<file path="config.mk">
export PLATFORM = sky130hd
export DESIGN_NAME = trig_pulse_gen
export DESIGN_NICKNAME = d
export VERILOG_FILES = /design/src/rtl/trig_pulse_gen_pkg.sv /design/src/rtl/trig_pulse_gen_echo_sync.sv /design/src/rtl/trig_pulse_gen.sv
export SDC_FILE = /design/constraint.sdc
export NUM_CORES = 1
export LEC_CHECK = 0
export CAP_MARGIN = 10
export CORE_ASPECT_RATIO = 0.6
export CORE_UTILIZATION = 43
export CTS_BUF_LIST = sky130_fd_sc_hd__clkbuf_2 sky130_fd_sc_hd__clkbuf_4 sky130_fd_sc_hd__clkbuf_8
export CTS_CLUSTER_SIZE = 24
export DETAILED_ROUTE_END_ITERATION = 10
export PLACE_DENSITY = 0.73
export SLEW_MARGIN = 15
export SYNTH_ARGS = -nofsm -noshare
export SYNTH_HDL_FRONTEND = slang
export SYNTH_HIERARCHICAL = 1
export SYNTH_SLANG_ARGS = --single-unit
</file>
<file path="constraint.sdc">
create_clock -name clk -period 10.1 [get_ports clk]
set_clock_uncertainty 0.05 [all_clocks]
set_input_delay 2.02 -clock clk [delete_from_list [all_inputs] [get_ports clk]]
set_output_delay 2.02 -clock clk [all_outputs]
set_load 0.01 [all_outputs]
</file>
<file path="src/rtl/trig_pulse_gen_pkg.sv">
// trig_pulse_gen_pkg: shared state encodings, parameter defaults, counter widths and clamp helpers
package trig_pulse_gen_pkg;
  localparam int PERIOD_W = 16;
  localparam int WIDTH_W = 14;
  localparam int COUNT_W = 16;
  localparam int DELAY_W = 16;
  localparam int ECHO_TIMEOUT_DEF = 4096;
  localparam int SYNC_STAGES_DEF = 2;
  typedef enum logic [2:0] {
    IDLE = 3'b001,
    HIGH = 3'b010,
    LOW  = 3'b100
  } state_t;
  // A zero width still produces a one-cycle pulse
  function automatic logic [PERIOD_W-1:0] eff_width(input logic [WIDTH_W-1:0] w);
    return (w == '0) ? PERIOD_W'(1) : PERIOD_W'(w);
  endfunction
  // The low phase never shrinks below one cycle
  function automatic logic [PERIOD_W-1:0] eff_period(input logic [PERIOD_W-1:0] p, input logic [PERIOD_W-1:0] w);
    return (p <= w) ? w + PERIOD_W'(1) : p;
  endfunction
endpackage

</file>
<file path="src/rtl/trig_pulse_gen_echo_sync.sv">
// echo_sync: multi-flop synchronizer for the asynchronous echo followed by a registered rising-edge detect
module echo_sync
  import trig_pulse_gen_pkg::*;
#(
  parameter int SYNC_STAGES = SYNC_STAGES_DEF
) (
  input  logic clk,
  input  logic hardreset,
  input  logic echo_in,
  output logic echo_rise
);
  logic [SYNC_STAGES-1:0] sync;
  logic last;
  // Shift the echo through the synchronizer and flag a fresh high level for one cycle
  always_ff @(posedge clk or negedge hardreset) begin
    if (!hardreset) begin
      sync <= '0;
      last <= 1'b0;
      echo_rise <= 1'b0;
    end else begin
      sync <= {sync[SYNC_STAGES-2:0], echo_in};
      last <= sync[SYNC_STAGES-1];
      echo_rise <= sync[SYNC_STAGES-1] & ~last;
    end
  end
endmodule

</file>
<file path="src/rtl/trig_pulse_gen.sv">
// trig_pulse_gen: burst trigger sequencer with echo round-trip delay measurement and timeout
module trig_pulse_gen
  import trig_pulse_gen_pkg::*;
#(
  parameter int ECHO_TIMEOUT = ECHO_TIMEOUT_DEF,
  parameter int SYNC_STAGES = SYNC_STAGES_DEF
) (
  input  logic                clk,
  input  logic                hardreset,
  input  logic                start,
  input  logic                stop,
  input  logic [PERIOD_W-1:0] period,
  input  logic [WIDTH_W-1:0]  width,
  input  logic [COUNT_W-1:0]  count,
  output logic                trig_out,
  input  logic                echo_in,
  output logic                busy,
  output logic                done,
  output logic [DELAY_W-1:0]  meas_delay,
  output logic                meas_valid,
  output logic                timeout_err
);
  localparam logic [DELAY_W-1:0] TO_LAST = DELAY_W'(ECHO_TIMEOUT - 1);
  state_t state, state_n;
  logic [PERIOD_W-1:0] p_sh, w_sh, ph_cnt;
  logic [COUNT_W-1:0] c_sh, p_cnt;
  logic [DELAY_W-1:0] dcnt;
  logic rdy, stop_pend, armed, echo_rise;
  logic go, high_end, low_end, more, done_n, trig_rise, hit, expire;
  assign busy = state != IDLE;
  assign go = state == IDLE && rdy && start && !stop;
  assign high_end = ph_cnt == w_sh - PERIOD_W'(1);
  assign low_end = ph_cnt == p_sh - w_sh - PERIOD_W'(1);
  assign more = c_sh == '0 || p_cnt != c_sh;
  assign trig_rise = state_n == HIGH && !trig_out;
  assign hit = armed && echo_rise;
  assign expire = armed && !echo_rise && (trig_rise || dcnt == TO_LAST);
  echo_sync #(.SYNC_STAGES(SYNC_STAGES)) u_sync (
    .clk(clk),
    .hardreset(hardreset),
    .echo_in(echo_in),
    .echo_rise(echo_rise)
  );
  // Next state and burst-completion decode; stop in HIGH waits for the phase end, stop in LOW acts at once
  always_comb begin
    done_n = (state == HIGH && high_end && (stop || stop_pend)) || (state == LOW && (stop || (low_end && !more)));
    state_n = state == IDLE ? (go ? HIGH : IDLE) : done_n ? IDLE : state == HIGH ? (high_end ? LOW : HIGH) : (low_end ? HIGH : LOW);
  end
  // State register with registered trigger and completion strobe; rdy holds off start for one edge after reset
  always_ff @(posedge clk or negedge hardreset) begin
    if (!hardreset) begin
      state <= IDLE;
      trig_out <= 1'b0;
      done <= 1'b0;
      rdy <= 1'b0;
      stop_pend <= 1'b0;
    end else begin
      state <= state_n;
      trig_out <= state_n == HIGH;
      done <= done_n;
      rdy <= 1'b1;
      stop_pend <= state == HIGH && !high_end && (stop_pend || stop);
    end
  end
  // Phase length counter restarts on every state change; pulse counter advances at each high-phase end
  always_ff @(posedge clk or negedge hardreset) begin
    if (!hardreset) begin
      ph_cnt <= '0;
      p_cnt <= '0;
    end else begin
      ph_cnt <= (state_n != state || state == IDLE) ? '0 : ph_cnt + PERIOD_W'(1);
      p_cnt <= go ? '0 : (state == HIGH && high_end) ? p_cnt + COUNT_W'(1) : p_cnt;
    end
  end
  // Settings are captured only when a burst is accepted so later input changes are ignored
  always_ff @(posedge clk or negedge hardreset) begin
    if (!hardreset) begin
      w_sh <= '0;
      p_sh <= '0;
      c_sh <= '0;
    end else if (go) begin
      w_sh <= eff_width(width);
      p_sh <= eff_period(period, eff_width(width));
      c_sh <= count;
    end
  end
  // Each trigger rise arms a fresh delay count; echo captures it, timeout or a new rise abandons it
  always_ff @(posedge clk or negedge hardreset) begin
    if (!hardreset) begin
      armed <= 1'b0;
      dcnt <= '0;
      meas_delay <= '0;
      meas_valid <= 1'b0;
      timeout_err <= 1'b0;
    end else begin
      armed <= trig_rise || (armed && !echo_rise && !expire);
      dcnt <= trig_rise ? '0 : armed ? dcnt + DELAY_W'(1) : dcnt;
      meas_delay <= hit ? dcnt : meas_delay;
      meas_valid <= hit;
      timeout_err <= expire;
    end
  end
endmodule

</file>
==> results of run 1 <==
==> critical path, cell delays in order <==
cell and delay (ns):
clkdlybuf4s50_1 0.52, nor4_1 0.36, nand4_1 0.16, nor2b_1 0.19
inv_1 0.07, ha_1 0.12, nand4_1 0.08, or4_1 0.39
o21ai_0 0.16, a31o_2 0.45, mux2i_1 0.27, o21ai_0 0.10
==> placed cells by master, fill, tap and decap left out, drive strengths merged, types with 3 or more instances in the layout <==
cell type | synthesis | final
and4 | 5 | 5
nor3 | 24 | 24
xor2 | 43 | 43
o21a | 3 | 3
mux2 | 18 | 18
clkbuf | 25 | 19
nor4 | 21 | 21
or2 | 4 | 4
nand2 | 144 | 144
o211ai | 19 | 19
nor2 | 49 | 49
clkdlybuf4s50 | 0 | 70
o21bai | 3 | 3
nand2b | 3 | 3
bufinv | 0 | 4
or4 | 14 | 14
or3 | 3 | 3
ha | 32 | 32
buf | 15 | 4
nand4 | 18 | 18
xnor2 | 58 | 58
and3 | 15 | 15
a21o | 4 | 4
nand3 | 31 | 31
a211o | 3 | 3
a211oi | 5 | 5
clkinv | 0 | 4
dfrtp | 123 | 123
a31oi | 11 | 11
o21ai | 44 | 44
mux2i | 19 | 19
a21oi | 22 | 22
a2111oi | 3 | 3
inv | 39 | 41
nor2b | 11 | 11
==> layout make-up <==
type	count	area, um2
tap	234	293
clock buffer	19	262
sequential	124	3100
multi-input combinational	659	4430
inverter	39	146
clock inverter	12	188
timing repair buffer	74	731
fill	1608	8340
==> path summary, 6_finish.rpt <==
path                                      from              to  slack (ns)  cells past startpoint
worst max-delay path                 width[12]         p_sh[7]        5.46                     12
worst min-delay path            u_sync/sync[0]  u_sync/sync[1]        0.31                      0
worst max register to register         w_sh[0]        dcnt[15]        5.62                     11
worst min register to register  u_sync/sync[0]  u_sync/sync[1]        0.31                      0
max in group asynchronous            hardreset       ph_cnt[7]        7.11                      2
min in group asynchronous            hardreset         c_sh[1]        1.58                      1
==> registers in the layout, indices dropped and copies added, names as in the netlist, 2 cells and up <==
register	count
c_sh	16
p_sh	16
meas_delay	16
dcnt	16
p_cnt	16
state	3
w_sh	14
u_sync/sync	2
ph_cnt	16
==> per-layer routing <==
metal	up-vias	GRT usage (%)	part of all wire (%)
li1	3141	-	-
met1	3120	39.4	55
met2	281	26.4	35
met3	14	6.60	9.0
met4	0	5.42	0.72
met5	-	0	0
==> cell families (layout without fill, tap and decap cells) <==
kind of cell	Yosys count	in the layout	synth area share, %
flops	124	124	39.5
other cells	1	1	0.0477
compound gates	134	134	11.3
fa+ha+maj	33	33	5.35
buf+inv	79	144	4.27
xor+xnor	101	101	11.3
simple gates	353	353	23.2
mux	37	37	5.00
==> power by group through the flow <==
| stage | Combinational, uW | Clock (uW) | Sequential (uW) |
|---|---|---|---|
| 2_1_floorplan | 826 | 0 | 845 |
| 3_3_place_gp | 1140 | 0 | 902 |
| 3_5_place_dp | 1150 | 0 | 910 |
| 4_1_cts | 1160 | 508 | 902 |
| 5_1_grt | 1290 | 533 | 933 |
| 6_report | 1190 | 498 | 911 |
==> stage by stage <==
| step | hold WS, ns | util (%) | worst slack [ns] |
|---|---|---|---|
| global route | 0.318 | 52.3 | 5.25 |
| floorplan | 0.281 | - | 5.31 |
| global placement | 0.293 | 49.7 | 5.09 |
| finish | 0.312 | 52.3 | 5.46 |
| detailed placement | 0.297 | 49.7 | 5.01 |
| CTS | 0.315 | 52.3 | 5.49 |
==> results.sh, run 1 <==
export IMPL_synth_edf_count=0
export IMPL_port_buffers=71
export IMPL_post_route_min_period_ns=4.64
export IMPL_clock_sinks=124
export IMPL_fp_dieW_um=177
export IMPL_dieArea_mm2=0.0188
export IMPL_htree_num_levels=4
export IMPL_cts_tree="built"
export IMPL_cp_arrival_ns=4.89
export IMPL_dr_total_vias=6556
export IMPL_avgRoutedWirePerCell_um=17.7
export IMPL_p_comb_share_pct=45.7
export IMPL_syn_to_final_growth_pct=16.5
export IMPL_ys_top_cells_by_count="144 x nand2_1, 123 x dfrtp_1, 58 x xnor2_1"
export IMPL_dpl_cell_area_mm2=0.00870
export IMPL_clockRootBuffer="clkbuf_8"
export IMPL_cts_resized=0
export IMPL_ys_types=69
export IMPL_nets=999
export IMPL_synth_warnings=6
export IMPL_clockBufferDepth=2
export IMPL_grt_first_pass_wirelength_um=33100
export IMPL_clock_latency_ns=0.45
export IMPL_yosys_area_top_type="dfrtp_1"
export IMPL_die_h_um=107
export IMPL_grt_total_usage_pct=23.1
export IMPL_status="complete, no violations"
export IMPL_crit_type="input pin to flip-flop"
export IMPL_p_clk_share_pct=19.2
export IMPL_synthFlopType="dfrtp_1"
export IMPL_setup_violations=0
export IMPL_fin_crit_sh_pct=45.9
export IMPL_cts_hold_buffers_added=0
export IMPL_place_inst=1130
export IMPL_drt_pre_antenna_iters=5
export IMPL_start_util_pct=44.9
export IMPL_sw_frac_of_total_pct=42.7
export IMPL_p_total_uw=2590
export IMPL_synth_area_per_cell_um2=9.12
export IMPL_min_path_type="flip-flop to flip-flop"
export IMPL_fmax_mhz=216
export IMPL_syn_cell_area_mm2=0.00786
export IMPL_power_density_mw_per_mm2=283
export IMPL_place_congestion=0.928
export IMPL_grt_antenna_before_repair=0
export IMPL_clkTransAtPathRegs_ns=0.08
export IMPL_async_flop_share_pct=100
export IMPL_wirelength_um=20500
export IMPL_rsz0062_at_grt="no"
export IMPL_antenna_cells=0
export IMPL_syn_inst=862
export IMPL_synth_seq_cells=124
export IMPL_hold_viol_final=0
export IMPL_synth_top_area_share_pct=39.2
export IMPL_tightest_slew_ns=0.909
export IMPL_gr_total_overflow=0
export IMPL_required_ns=10.35
export IMPL_worstSetupEndpointType="flip-flop"
export IMPL_grt_max_degree=69
export IMPL_synth_nets=946
export IMPL_irDropWorstVdd_uv=108
export IMPL_drt_iter0_drc=502
export IMPL_seq_power_share_pct=35.1
export IMPL_first_global_vias=5964
export IMPL_core_mm2=0.0175
export IMPL_detail_route_vias_per_cell=5.65
export IMPL_dp_hpwl_um=15500
export IMPL_synth_most_common_cell="nand2_1"
export IMPL_p_int_uw=1490
export IMPL_ys_seq_area_share_pct=39.5
export IMPL_synth_area_leaders="dfrtp_1 39%, nand2_1 6.9%, xnor2_1 6.5%"
export IMPL_path_max_fanout=16
export IMPL_drc=0
export IMPL_drive_gt1_share_pct=9.28
export IMPL_cap_violations=0
export IMPL_max_slew_margin_pct=39.3
export IMPL_drtAntennaViolNets=0
export IMPL_p_leak_uw=0.00398
export IMPL_start_kind="input pin"
export IMPL_maxSlewViolCount=0
export IMPL_io_pins=72
export IMPL_cts_buffers=17
export IMPL_fp_row_count=37
export IMPL_switching_power_uw=1110
export IMPL_post_cts_setup_buffer_count=0
export IMPL_post_route_cell_area_mm2=0.00916
export IMPL_finalSetupTns_ns=0
export IMPL_stdcell_count=1161
Note: power is estimated with default switching activity, not from simulation.
==> run 2, diff against run 1 <==
Clock period 10.1 ns to 4.4 ns, I/O delays scaled along.
==> run 2 against run 1 <==
Against the previous run: hold slack worse by 0.0056 ns; final area is 0.98% higher; critical path depth is 1 lower; register-to-register slack worse by 5.5 ns; critical endpoint is now dcnt[15]; sequential cell count stayed put; sequential share of layout area is 0.33 points lower; clock power is 130% higher; largest cell class unchanged; first-iteration DRC count is 21% higher; non-clock buffer count is 11 higher; global-route usage hardly changed.
==> results.sh, run 2 (synthesis gave the netlist of run 1 again) <==
export IMPL_io_pins=72
export IMPL_maxSlewViolCount=0
export IMPL_drt_iter0_drc=608
export IMPL_fin_crit_sh_pct=96.3
export IMPL_dieArea_mm2=0.0188
export IMPL_core_mm2=0.0175
export IMPL_detail_route_vias_per_cell=5.71
export IMPL_antenna_cells=0
export IMPL_worstSetupEndpointType="flip-flop"
export IMPL_fp_row_count=37
export IMPL_avgRoutedWirePerCell_um=17.8
export IMPL_post_cts_setup_buffer_count=0
export IMPL_drive_gt1_share_pct=10.4
export IMPL_setup_violations=0
export IMPL_place_congestion=0.997
export IMPL_grt_first_pass_wirelength_um=33600
export IMPL_start_kind="flip-flop"
export IMPL_cts_hold_buffers_added=0
export IMPL_cts_tree="built"
export IMPL_final_cell_mix="144 x nand2_1, 123 x dfrtp_1, 70 x clkdlybuf4s50_1"
export IMPL_required_ns=4.62
export IMPL_mostFrequentLayoutCell="nand2_1"
export IMPL_drtAntennaViolNets=0
export IMPL_syn_to_final_growth_pct=17.6
export IMPL_clock_latency_ns=0.44
export IMPL_max_slew_margin_pct=37.8
export IMPL_dr_total_vias=6696
export IMPL_port_buffers=71
export IMPL_met3_length_um=2050
export IMPL_path_max_fanout=17
export IMPL_clockRootBuffer="clkbuf_8"
export IMPL_cts_resized=0
export IMPL_fmax_mhz=236
export IMPL_hold_viol_final=0
export IMPL_start_util_pct=44.9
export IMPL_post_route_cell_area_mm2=0.00925
export IMPL_p_leak_uw=0.00404
export IMPL_status="complete, no violations"
export IMPL_drt_pre_antenna_iters=5
export IMPL_rsz0062_at_grt="no"
export IMPL_grt_antenna_before_repair=0
export IMPL_crit_type="flip-flop to flip-flop"
export IMPL_grt_total_usage_pct=23.1
export IMPL_dp_hpwl_um=15800
export IMPL_cp_arrival_ns=4.46
export IMPL_tightest_slew_ns=0.932
export IMPL_grt_max_degree=72
export IMPL_met2_wirelength_um=7670
export IMPL_irDropWorstVdd_uv=338
export IMPL_drc=0
export IMPL_die_h_um=107
export IMPL_dpl_cell_area_mm2=0.00880
export IMPL_gr_total_overflow=0
export IMPL_finalSetupTns_ns=0
export IMPL_nets=1010
export IMPL_fill_cells=1584
export IMPL_min_path_type="flip-flop to flip-flop"
export IMPL_fp_dieW_um=177
export IMPL_power_density_mw_per_mm2=650
export IMPL_first_global_vias=6126
export IMPL_cts_buffers=17
export IMPL_routed_top_layer="met4"
export IMPL_clkTransAtPathRegs_ns=0.08
export IMPL_met1_length_um=11000
export IMPL_cap_violations=0
export IMPL_wirelength_um=20800
export IMPL_clockBufferDepth=2
export IMPL_post_route_min_period_ns=4.24
export IMPL_clock_sinks=124
export IMPL_htree_num_levels=4
[run 2: critical path, cell delays in order (launching register included)]
cell and delay (ns):
dfrtp_1 0.47, inv_1 0.10, ha_1 0.23, fa_1 0.45
xnor2_1 0.17, xnor2_1 0.14, or4_1 0.56, nor4_2 0.17
nand4_1 0.21, o41ai_1 0.50, and4b_1 0.89, nor3_1 0.14
[run 2: stage by stage]
step                      power [uW]  hold slack (ns)  setup WS (ns)  util (%)  std cells
after CTS                       5940            0.312          0.252      52.8       1173
after global placement          4760            0.301          0.323      50.3       1141
after detailed placement        4770            0.297          0.272      50.3       1141
after floorplan                 3840            0.281          0.751         -        862
after global routing            6370            0.310         0.0144      52.8       1173
final                           6010            0.307          0.161      52.8       1173
[run 2: worst paths after layout]
path,slack (ns),cells after the start,start,to
worst max-delay path,0.16,11,w_sh[0],dcnt[15]
worst min-delay path,0.31,0,u_sync/sync[0],u_sync/sync[1]
worst max register to register,0.16,11,w_sh[0],dcnt[15]
worst min register to register,0.31,0,u_sync/sync[0],u_sync/sync[1]
max in group asynchronous,2.96,2,hardreset,dcnt[13]
min in group asynchronous,0.53,1,hardreset,c_sh[9]
[run 2: final cells by class]
class	instances	area (um2)	area share, %
well taps	234	293	3.17
clock buffers	22	284	3.07
repair buffers	85	826	8.93
inverters	39	146	1.58
flip-flops and latches	124	3100	33.6
multi-input cells	659	4430	47.9
clock inverters	10	164	1.77
[run 2: layer usage]
layer / track usage [%] / vias to the layer above
met5: 0 / -
met4: 5.23 / 0
met3: 6.52 / 21
met2: 28.4 / 310
met1: 38.0 / 3204
li1: - / 3161
[run 2: report_power, final]
group | switching [uW] | internal (uW) | leakage [uW] | total [uW]
Combinational | 1560 | 1230 | 0.00225 | 2790
Clock | 475 | 668 | 0.000227 | 1140
Sequential | 507 | 1570 | 0.00156 | 2080
